## config.mk

```make
export PLATFORM = sky130hd
export DESIGN_NAME = wishbone_master
export DESIGN_NICKNAME = d
export VERILOG_FILES = /design/src/rtl/wb_pkg.sv /design/src/rtl/wb_tag_fifo.sv /design/src/rtl/wishbone_master.sv
export SDC_FILE = /design/constraint.sdc
export NUM_CORES = 1
export LEC_CHECK = 0
export CORE_MARGIN = 2
export CORE_UTILIZATION = 35
export CTS_CLUSTER_DIAMETER = 150
export DETAILED_ROUTE_END_ITERATION = 6
export GPL_TIMING_DRIVEN = 0
export HOLD_SLACK_MARGIN = 0.08
export PLACE_DENSITY = 0.9
export SLEW_MARGIN = 20
export SYNTH_ARGS = -nofsm -noshare
export SYNTH_HDL_FRONTEND = slang
export SYNTH_SLANG_ARGS = --single-unit
```

## constraint.sdc

```tcl
create_clock -name clk -period 2 [get_ports clk]
set_input_delay 0.6 -clock clk [delete_from_list [all_inputs] [get_ports clk]]
set_output_delay 0.6 -clock clk [all_outputs]
set_load 0.02 [all_outputs]
```

## src/rtl/wb_pkg.sv

```systemverilog
// Shared Wishbone widths, request record and initiator state encoding.
package wb_pkg;

   localparam int WB_ADDR_W = 11;
   localparam int WB_DATA_W = 32;
   localparam int WB_SEL_W  = 4;

   typedef struct packed {
      logic                 we;
      logic [WB_ADDR_W-1:0] addr;
      logic [WB_DATA_W-1:0] data;
      logic [WB_SEL_W-1:0]  sel;
   } wb_req_t;

   typedef enum logic [1:0] {
      IDLE   = 2'd0,
      ACTIVE = 2'd1,
      ABORT  = 2'd2
   } wbm_state_t;

endpackage

```

## src/rtl/wb_tag_fifo.sv

```systemverilog
// 1-bit tag FIFO holding the we bit of each issued, not-yet-acked request.
module wb_tag_fifo
   import wb_pkg::*;
#(
   parameter int DEPTH = 2
) (
   input  logic                         clk,
   input  logic                         rst_n,
   input  logic                         i_push,
   input  logic                         i_push_data,
   input  logic                         i_pop,
   output logic                         o_pop_data,
   output logic [$clog2(DEPTH+1)-1:0]   o_count
);

   localparam int CNT_W = $clog2(DEPTH + 1);
   localparam int PTR_W = (DEPTH > 1) ? $clog2(DEPTH) : 1;
   localparam logic [PTR_W-1:0] LAST_PTR = PTR_W'(DEPTH - 1);

   logic [DEPTH-1:0] r_mem;
   logic [PTR_W-1:0] r_wr_ptr;
   logic [PTR_W-1:0] r_rd_ptr;
   logic [CNT_W-1:0] r_count;
   logic             w_empty;
   logic             w_full;
   logic             w_do_push;
   logic             w_do_pop;

   function automatic logic [PTR_W-1:0] next_ptr(input logic [PTR_W-1:0] p);
      return (p == LAST_PTR) ? '0 : p + 1'b1;
   endfunction

   assign w_empty   = (r_count == '0);
   assign w_full    = (r_count == CNT_W'(DEPTH));
   // Push into a full FIFO or pop from an empty one is fine when paired.
   assign w_do_push = i_push & (~w_full | i_pop);
   assign w_do_pop  = i_pop & (~w_empty | i_push);

   assign o_pop_data = w_empty ? i_push_data : r_mem[r_rd_ptr];
   assign o_count    = r_count;

   always_ff @(posedge clk or negedge rst_n) begin
      if (!rst_n) begin
         r_mem    <= '0;
         r_wr_ptr <= '0;
         r_rd_ptr <= '0;
         r_count  <= '0;
      end else begin
         if (w_do_push) begin
            r_mem[r_wr_ptr] <= i_push_data;
            r_wr_ptr        <= next_ptr(r_wr_ptr);
         end
         if (w_do_pop) begin
            r_rd_ptr <= next_ptr(r_rd_ptr);
         end
         case ({w_do_push, w_do_pop})
            2'b10:   r_count <= r_count + 1'b1;
            2'b01:   r_count <= r_count - 1'b1;
            default: r_count <= r_count;
         endcase
      end
   end

endmodule

```

## src/rtl/wishbone_master.sv

```systemverilog
// Pipelined Wishbone initiator with in-order responses.
// Optional watchdog/abort enabled by defining WB_MASTER_TIMEOUT_EN.
module wishbone_master
   import wb_pkg::*;
#(
   parameter int ADDR_W          = WB_ADDR_W,
   parameter int DATA_W          = WB_DATA_W,
   parameter int MAX_OUTSTANDING = 2,
   parameter int TIMEOUT_CYCLES  = 16
) (
   input  logic                clk,
   input  logic                rst_n,
   input  logic                cmd_valid_i,
   output logic                cmd_ready_o,
   input  logic                cmd_we_i,
   input  logic [ADDR_W-1:0]   cmd_addr_i,
   input  logic [DATA_W-1:0]   cmd_data_i,
   input  logic [DATA_W/8-1:0] cmd_sel_i,
   output logic                rsp_valid_o,
   output logic                rsp_we_o,
   output logic [DATA_W-1:0]   rsp_data_o,
   output logic                rsp_err_o,
   output logic                wb_cyc_o,
   output logic                wb_stb_o,
   output logic                wb_we_o,
   output logic [ADDR_W-1:0]   wb_addr_o,
   output logic [DATA_W-1:0]   wb_data_o,
   output logic [DATA_W/8-1:0] wb_sel_o,
   input  logic [DATA_W-1:0]   wb_data_i,
   input  logic                wb_ack_i,
   input  logic                wb_stall_i,
   output logic                spurious_ack_o
);

   localparam int SEL_W = DATA_W / 8;
   localparam int CNT_W = $clog2(MAX_OUTSTANDING + 1);

   logic              r_stb;
   logic              r_we;
   logic [ADDR_W-1:0] r_addr;
   logic [DATA_W-1:0] r_data;
   logic [SEL_W-1:0]  r_sel;
   logic              r_spurious;
   wbm_state_t        r_state;
   wbm_state_t        w_state_nxt;

   logic [CNT_W-1:0]  w_cnt;
   logic              w_tag;
   logic              w_abort;
   logic              w_issue;
   logic              w_ack_ok;
   logic              w_ready;
   logic              w_accept;
   logic              w_pop;
   logic              w_timeout;
   logic              w_stb_nxt;
   logic              w_busy_nxt;

   assign w_abort  = (r_state == ABORT);
   assign w_issue  = r_stb & ~wb_stall_i;
   assign w_ack_ok = wb_ack_i & (w_cnt != '0) & ~w_abort;
   // Abort drains one tag per cycle as an error response.
   assign w_pop    = w_ack_ok | (w_abort & (w_cnt != '0));

   assign w_ready  = rst_n & (~r_stb | ~wb_stall_i) & ~w_abort & ~w_timeout &
                     ((int'(w_cnt) + int'(w_issue & ~w_ack_ok)) < MAX_OUTSTANDING);
   assign w_accept = cmd_valid_i & w_ready;

   assign w_stb_nxt  = w_timeout ? 1'b0 : (w_accept ? 1'b1 : (w_issue ? 1'b0 : r_stb));
   assign w_busy_nxt = w_stb_nxt |
                       ((int'(w_cnt) + int'(w_issue) - int'(w_pop)) != 0);

   wb_tag_fifo #(
      .DEPTH (MAX_OUTSTANDING)
   ) u_tag_fifo (
      .clk         (clk),
      .rst_n       (rst_n),
      .i_push      (w_issue),
      .i_push_data (r_we),
      .i_pop       (w_pop),
      .o_pop_data  (w_tag),
      .o_count     (w_cnt)
   );

`ifdef WB_MASTER_TIMEOUT_EN
   localparam int WD_W = $clog2(TIMEOUT_CYCLES + 1);
   logic [WD_W-1:0] r_wd;

   always_ff @(posedge clk or negedge rst_n) begin
      if (!rst_n) begin
         r_wd <= '0;
      end else if ((r_state == ACTIVE) && (w_cnt != '0) && !wb_ack_i) begin
         r_wd <= r_wd + 1'b1;
      end else begin
         r_wd <= '0;
      end
   end

   assign w_timeout = (r_state == ACTIVE) & (w_cnt != '0) & ~wb_ack_i &
                      (r_wd == WD_W'(TIMEOUT_CYCLES - 1));
   assign rsp_err_o = w_abort & w_pop;
`else
   assign w_timeout = 1'b0;
   assign rsp_err_o = 1'b0;
`endif

   always_comb begin
      w_state_nxt = r_state;
      case (r_state)
         IDLE:    if (w_accept) w_state_nxt = ACTIVE;
         ACTIVE:  begin
            if (w_timeout)        w_state_nxt = ABORT;
            else if (!w_busy_nxt) w_state_nxt = IDLE;
         end
         ABORT:   if (int'(w_cnt) <= 1) w_state_nxt = IDLE;
         default: w_state_nxt = IDLE;
      endcase
   end

   always_ff @(posedge clk or negedge rst_n) begin
      if (!rst_n) begin
         r_stb      <= 1'b0;
         r_we       <= 1'b0;
         r_addr     <= '0;
         r_data     <= '0;
         r_sel      <= '0;
         r_spurious <= 1'b0;
         r_state    <= IDLE;
      end else begin
         r_stb   <= w_stb_nxt;
         r_state <= w_state_nxt;
         if (w_accept) begin
            r_we   <= cmd_we_i;
            r_addr <= cmd_addr_i;
            r_data <= cmd_data_i;
            r_sel  <= cmd_sel_i;
         end
         if (wb_ack_i && (w_cnt == '0) && !w_abort) begin
            r_spurious <= 1'b1;
         end
      end
   end

   assign cmd_ready_o    = w_ready;
   assign wb_cyc_o       = (r_stb | (w_cnt != '0)) & ~w_abort;
   assign wb_stb_o       = r_stb;
   assign wb_we_o        = r_we;
   assign wb_addr_o      = r_addr;
   assign wb_data_o      = r_data;
   assign wb_sel_o       = r_sel;
   assign rsp_valid_o    = w_pop;
   assign rsp_we_o       = w_pop & w_tag;
   assign rsp_data_o     = (w_ack_ok & ~w_tag) ? wb_data_i : '0;
   assign spurious_ack_o = r_spurious;

endmodule

```

Word level (Yosys, flattened, before mapping). Cells that the tools add are included.

Add/sub/neg operators: 7. Equality and inequality tests: 8. Mux-type cells: 16. Bitwise gates (word level): 27. Reductions and logical operators: 10. Order comparisons: 5.

Operator list (count): 3-bit by 32-bit adder with 32-bit output (1); 1-bit by 32-bit AND with 32-bit output (1); 32-bit by 3-bit less-than comparator with 1-bit output (second input constant) (1); 32-bit 2-to-1 mux (1); 1-bit NOT with 32-bit output (1); 32-bit nonzero test (1); 1-bit AND (13); 1-bit 2-to-1 mux (8); 2-bit equality test (second input constant) (3); 2-bit 2-to-1 mux (3); 1-bit NOT (6); 1-bit OR (6); 2-bit case mux with 3 select lines (1); 2-bit by 1-bit equality test with 1-bit output (second input constant) (2); 2-bit zero test (2); 1-bit by 2-bit less-than comparator with 1-bit output (second input constant) (2); 2-bit != test (second input constant) (2); 2-bit case mux with 2 select lines (1); 2-bit nonzero test (2); 3-bit by 1-bit subtractor with 4-bit output (1); 2-bit by 1-bit adder with 3-bit output (1); 1-bit logical AND (3); 3-bit AND reduction (1); 1-bit adder (second input constant) (2); other kinds (8) (8).

Output and inout port bits: 87. Input port bits: 85. Register bits: 58. Logic and storage cells: 84.

Depth between registers and ports, before layout. Gate-level depths: netlist of the first run.

Depth after elaboration: 13. Mapped depth: 8. Mapped depth without buffers: 6.

By module. From an unflattened synthesis of the first run, not the netlist that was laid out.

Cell total of the unflattened synthesis: 179. Area total of the unflattened synthesis: 2469.9 µm².

Modules (own cells, without submodules): wishbone_master (area an instance 2173.3 µm², times used 1, seq. area each 1251.2 µm², cells an instance 153); wb_tag_fifo (area an instance 296.5 µm², times used 1, seq. area each 150.1 µm², cells an instance 26).

Worst setup path before layout of the first run. Ideal clock, no wire load.

Kind: in2out. From: input port wb_ack_i. To: output port rsp_data_o[10]. Data arrival time: 1327 ps. Data required time: 1400 ps. Buffers on the path: 1. Setup slack: 73 ps. Cell stages on the path: 4. Path through: o21ai_1 -> inv_1 -> clkbuf_1 -> and3_1.

Cells in the longest elaborated chain, start to end: 4.

Ends and longest elaborated chain: from (decl) (line wishbone_master.sv:30) `input logic wb_ack_i,`; 1-bit AND (2 in series) (line wishbone_master.sv:61) `assign w_ack_ok = wb_ack_i & (w_cnt != '0) & ~w_abort;`; 1-bit AND (line wishbone_master.sv:153) `assign rsp_data_o = (w_ack_ok & ~w_tag) ? wb_data_i : '0;`; 32-bit 2-to-1 mux (line wishbone_master.sv:153); to (decl) (line wishbone_master.sv:21) `output logic [DATA_W-1:0] rsp_data_o,`.

Every way passes these cells.

Worst setup path in the final report of the first run.
From: register u_tag_fifo.r_rd_ptr. To: output port rsp_data_o[21].

Cells in the longest elaborated chain, start to end: 6.

Ends and longest elaborated chain: from (decl) (line wb_tag_fifo.sv:22) `logic [PTR_W-1:0] r_rd_ptr;`; from (signal assigned) (line wb_tag_fifo.sv:54) `r_rd_ptr <= next_ptr(r_rd_ptr);`; 1-bit 2-to-1 mux (implied by the code) (2 in series) (line wb_tag_fifo.sv:39) `assign o_pop_data = w_empty ? i_push_data : r_mem[r_rd_ptr];`; 1-bit 2-to-1 mux (line wb_tag_fifo.sv:39); 1-bit NOT (line wishbone_master.sv:153); 1-bit AND (line wishbone_master.sv:153); 32-bit 2-to-1 mux (line wishbone_master.sv:153).

Every way passes these cells. The select of a mux whose other input is x is not followed.

==> results.toml, run 1 <==
[setup_path]
r2r_start = "u_tag_fifo.o_count[0]$_DFFE_PN0P_"
required_ns = 1.40
startpoint = "u_tag_fifo.r_rd_ptr$_DFFE_PN0P_"
r2r_cells = 7
critical_path_arrival_ns = 1.64
crit_fanout = 5
cp_slowest_cell = "dfrtp_2"
endpoint_kind = "output pin"
crit_chain = "mux2i_4, clkbuf_8, and3_4, buf_6"
critPathMaxStageDelay_ns = 0.45
critPathKind = "reg -> out"
startpoint_type = "flip-flop"

[yosys]
yosysMostFrequentCell = "dfrtp_1"
synth_nets = 264
ys_ff_latch = 56
synth_edf_count = 0
yosys-top-cells-area = "dfrtp_1 (57%), mux2_2 (19%), and3_1 (8.1%)"
synthDistinctLibCells = 27
syn_area_per_cell_um2 = 13.9
synth_top_cell_by_area = "dfrtp_1"
synth-seq-area-share_pct = 56.7
synthCells = 178
synth_common_cells = "dfrtp_1 (56), mux2_2 (41), and3_1 (32)"
synth_area_um2 = 2470
synth_top_area_share_pct = 56.7
yosys_warnings = 0
async_flop_share_pct = 100
synth_flop_cell = "dfrtp_1"

[timing]
period_share_pct = 112
fmax_mhz = 446
finalCriticalPeriod_ns = 2.24
hold_violations = 0
timing.hold.ws_ns = 0.107
finalMaxSlewViolations = 0
fin_skew_ns = 0.00711
worst_slack_ns = -0.243
fin_tns_setup_ns = -6.20
rsz0062_at_grt = "yes"
final-setup-viol-count = 32

[finish]
fillers = 481
syn_to_final_growth_pct = 96.5
antennaDiodeCount = 0
fin_cells = 467
drive_gt1_share_pct = 44.2
finalInstanceArea_um2 = 4860
fin_nets = 457

[route]
route.vias.total = 2175
avgViaCountPerCell = 4.66
firstDrtPassIters = 2
first_iter_violations = 59
drc = 0
ant_nets = 0
drt-total-wl_um = 7900
wire_per_inst_um = 16.9

[global_route]
overflow = 0
grt_pass1_vias = 2285
antenna_found_initial = 0
grt_pass1_wl_um = 11500
track_usage_pct = 19.6
grt_max_degree = 30

[floorplan]
ios = 172
start_util_pct = 36.2
core_um2 = 6830
dieArea_um2 = 7750
die_h_um = 88.0
die_w_um = 88.0
rows = 30

[placed_design]
dpl.hpwl_um = 5400
dp.cells = 444
place.gp.congestion = 0.666
postPlaceCellArea_um2 = 4290
port_buffers = 170

[clock_tree]
cts_tree = "yes"
cts_buffers = 5
clock-sinks = 56
clk_root_buffer_cell = "clkbuf_8"
clock_latency_ns = 0.30
cts_buffer_depth = 2
cts.htree.levels = 2
path_clk_slew_ns = 0.10
cts_hold_buf = 0

[power_and_ir_drop]
irDropWorstVdd_uv = 798
power.leakage_nw = 2.15
power.total_mw = 7.16
p_per_area_nw_per_um2 = 1470

[status]
violations = "setup timing"
status = "finished, violations left"

[worst_hold_path]
min_path_type = "in -> async"

[flow_run]
max-cap-violations = 0
layer usage:
metal | vias to the layer above | routed length, um | GRT usage (%)
met5 | - | 0 | 0
met4 | 0 | 99 | 4.41
met3 | 10 | 659 | 5.47
met2 | 106 | 4280 | 37.7
met1 | 1054 | 2860 | 21.1
li1 | 1005 | - | -
worst paths after layout:
kind	endpoint	slack [ns]
worst max-delay path	rsp_data_o[21]	-0.24
worst min-delay path	u_tag_fifo.r_rd_ptr$_DFFE_PN0P_	0.11
worst max register to register	u_tag_fifo.o_count[1]$_DFFE_PN0P_	0.18
worst min register to register	spurious_ack_o$_DFFE_PN0P_	0.49
max in group asynchronous	u_tag_fifo.o_count[0]$_DFFE_PN0P_	1.59
min in group clk	spurious_ack_o$_DFFE_PN0P_	0.49
cell families after synthesis:
family                     share of synthesized area, %
xor gates and xnor gates                           1.77
muxes                                              24.5
adders and majority gates                         0.506
DFF                                                56.7
buffers and inverters                              3.80
and+or+nand+nor                                    11.0
other                                             0.152
AOI/OAI and AO/OA                                  1.52
cells in the final DEF (no fill, tap or decap), types with 2 or more instances in the layout:
master           netlist  routed
clkdlybuf4s50_1        0     130
dfrtp_1               56      53
mux2_2                41      41
buf_6                  1      36
and3_4                 0      28
clkbuf_8               0      15
buf_4                  5      14
mux2_4                 9       9
and3_1                32       4
xnor2_1                4       4
buf_2                  0       3
dfrtp_2                0       3
mux2i_4                0       2
nor3b_1                2       2
clkbuf_4               0       2
nor2_1                 3       2
power by group:
part           switching [mW]  internal [mW]  leakage [nW]  total, mW
clock network           0.342          0.309        0.0503      0.651
logic                    1.93           2.52          1.44       4.45
registers               0.363           1.70         0.658       2.07
flip-flops by register name, indices dropped and copies added, names as in the netlist:
register             count
u_tag_fifo.r_wr_ptr      1
spurious_ack_o           1
wb_sel_o                 4
wb_data_o               32
u_tag_fifo.r_rd_ptr      1
wb_we_o                  1
wb_addr_o               11
wb_stb_o                 1
u_tag_fifo.r_mem         2
u_tag_fifo.o_count       2
critical path: cells and delay by family, from the launching register on:
| family | cells | cell delay, ns |
|---|---|---|
| flip-flops | 1 | 0.45 |
| multiplexers | 1 | 0.38 |
| buffers and inverters | 2 | 0.33 |
| AND/OR/NAND/NOR | 1 | 0.18 |
metrics by stage:
step | setup slack (ns) | util [%]
finish | -0.243 | 71.1
global route | -0.323 | 71.1
floorplan | 0.0731 | -
global placement | -2.76 | 62.9
CTS | -0.229 | 70.1
detailed placement | -1.40 | 62.8
what timing repair did:
action | in CTS | in global routing
buffers inserted | 8 | 5
gates cloned | 6 | 0
pin swaps | 26 | 5
endpoints found under the hold margin | 0 | 0
endpoints found under the setup margin | 86 | 36
gates resized for setup | 269 | 18
layout make-up:
type / instances / area (um^2) / area share (%)
repair buffers: 186 / 1920 / 39.6
multi-input cells: 108 / 1180 / 24.3
well taps: 96 / 120 / 2.47
clock buffers: 7 / 96.3 / 1.98
plain buffers: 12 / 126 / 2.60
flip-flops and latches: 56 / 1410 / 28.9
inverters: 2 / 10.0 / 0.206
(Power assumes the default switching activity.)
==> run 2, diff against run 1 <==
Settings changed: SKIP_LAST_GASP set to 1.
==> results.toml, run 2 (same netlist as run 1, synthesis figures left out) <==
[placed_design]
place.gp.congestion = 0.666
dpl.hpwl_um = 5400
port_buffers = 170
dp_slack_ns = -1.40
dp.cells = 444
postPlaceCellArea_um2 = 4290

[finish]
drive_gt1_share_pct = 44.5
finalInstanceArea_um2 = 4910
syn_to_final_growth_pct = 98.6
final_common_cell = "clkdlybuf4s50_1"
fillers = 482
final_cell_mix = "clkdlybuf4s50_1 (130), dfrtp_1 (53), mux2_2 (41)"
fin_cells = 469
antennaDiodeCount = 0
largest_reg_flops = 32
fin_nets = 459

[timing]
timing.hold.ws_ns = 0.107
fmax_mhz = 459
hold_violations = 0
period_share_pct = 109
worst_slack_ns = -0.179
fin_skew_ns = 0.00692
final-setup-viol-count = 33
finalMaxSlewViolations = 0
finalCriticalPeriod_ns = 2.18
rsz0062_at_grt = "yes"

[route]
drt-total-wl_um = 7900
route.vias.total = 2195
avgViaCountPerCell = 4.68
wire_per_inst_um = 16.8
drc = 0
ant_nets = 0
firstDrtPassIters = 4
first_iter_violations = 63

[setup_path]
endpoint_kind = "output pin"
required_ns = 1.40
critical_path_arrival_ns = 1.58
startpoint_type = "flip-flop"
r2r_cells = 8
r2r_end = "wb_data_o[1]$_DFFE_PN0P_"
startpoint = "u_tag_fifo.r_rd_ptr$_DFFE_PN0P_"
crit_fanout = 5
crit_path_end = "rsp_data_o[23]"
r2r_slack_ns = 0.11
r2r_start = "u_tag_fifo.o_count[0]$_DFFE_PN0P_"
critPathKind = "reg -> out"

[power_and_ir_drop]
irDropWorstVdd_uv = 792
power.leakage_nw = 2.16
p_per_area_nw_per_um2 = 1490
power.total_mw = 7.33

[status]
status = "finished, violations left"
violations = "setup timing"

[clock_tree]
cts_buffers = 5
cts.htree.levels = 2
clk_root_buffer_cell = "clkbuf_8"
clock-sinks = 56
cts_buffer_depth = 2
path_clk_slew_ns = 0.09
cts_tree = "yes"
clock_latency_ns = 0.30

[floorplan]
start_util_pct = 36.2
die_w_um = 88.0
rows = 30
dieArea_um2 = 7750
ios = 172
die_h_um = 88.0
core_um2 = 6830

[flow_run]
max-cap-violations = 0

[global_route]
grt_pass1_wl_um = 11500
track_usage_pct = 19.5
grt_pass1_vias = 2293
grt_max_degree = 30
antenna_found_initial = 0
overflow = 0

[worst_hold_path]
min_path_type = "in -> async"
[run 2: routing by layer]
metal  GRT usage, %  up-vias  wire length (um)
met4           4.41        0                93
met1           20.8     1053              2740
met2           37.8      113              4390
li1               -     1018                 -
met5              0        -                 0
met3           5.47       11               686
[run 2: how the worst min path moves through the flow]
stage / startpoint / slack (ns) / to / depth (start not counted)
3_5_place_dp: spurious_ack_o$_DFFE_PN0P_ / 0.46 / spurious_ack_o$_DFFE_PN0P_ / 1
4_1_cts: rst_n / 0.11 / u_tag_fifo.o_count[1]$_DFFE_PN0P_ / 1
2_1_floorplan: rst_n / 0.30 / spurious_ack_o$_DFFE_PN0P_ / 0
5_1_grt: rst_n / 0.09 / u_tag_fifo.r_rd_ptr$_DFFE_PN0P_ / 1
3_3_place_gp: spurious_ack_o$_DFFE_PN0P_ / 0.45 / spurious_ack_o$_DFFE_PN0P_ / 1
6_report: rst_n / 0.11 / u_tag_fifo.o_count[1]$_DFFE_PN0P_ / 1
[run 2: cell type report]
cell class,count,area (um^2),share of cell area (%)
Buffer,12,136,2.78
Tap cell,96,120,2.45
Inverter,2,10.0,0.204
Multi-Input combinational cell,108,1170,23.9
Clock buffer,7,96.3,1.96
Timing Repair Buffer,188,1970,40.1
Sequential cell,56,1410,28.6
[run 2: timing repair]
| action | CTS | global route |
|---|---|---|
| pin swaps | 26 | 4 |
| setup endpoints to repair | 86 | 36 |
| resized for setup | 265 | 32 |
| setup buffers | 8 | 7 |
| hold buffers | 0 | 0 |
| gates cloned | 6 | 0 |
[run 2: power breakdown]
part           leakage (nW)  internal, mW  total (mW)  switching, mW
Clock                0.0503         0.309       0.648          0.339
Combinational          1.46          2.65        4.62           1.97
Sequential            0.658          1.70        2.07          0.365
[run 2: stage by stage]
| stage | util [%] | TNS (ns) |
|---|---|---|
| 6_report | 71.9 | -4.88 |
| 5_1_grt | 71.9 | -7.04 |
| 4_1_cts | 69.9 | -5.99 |
| 3_5_place_dp | 62.8 | -64.07 |
| 3_3_place_gp | 62.9 | -234.38 |
| 2_1_floorplan | - | 0 |
[run 2: worst max-delay path, stage by stage (launching register included)]
cell,delay [ns]
dfrtp_2,0.44
mux2i_4,0.27
buf_12,0.16
buf_8,0.11
and3_4,0.19
buf_6,0.11
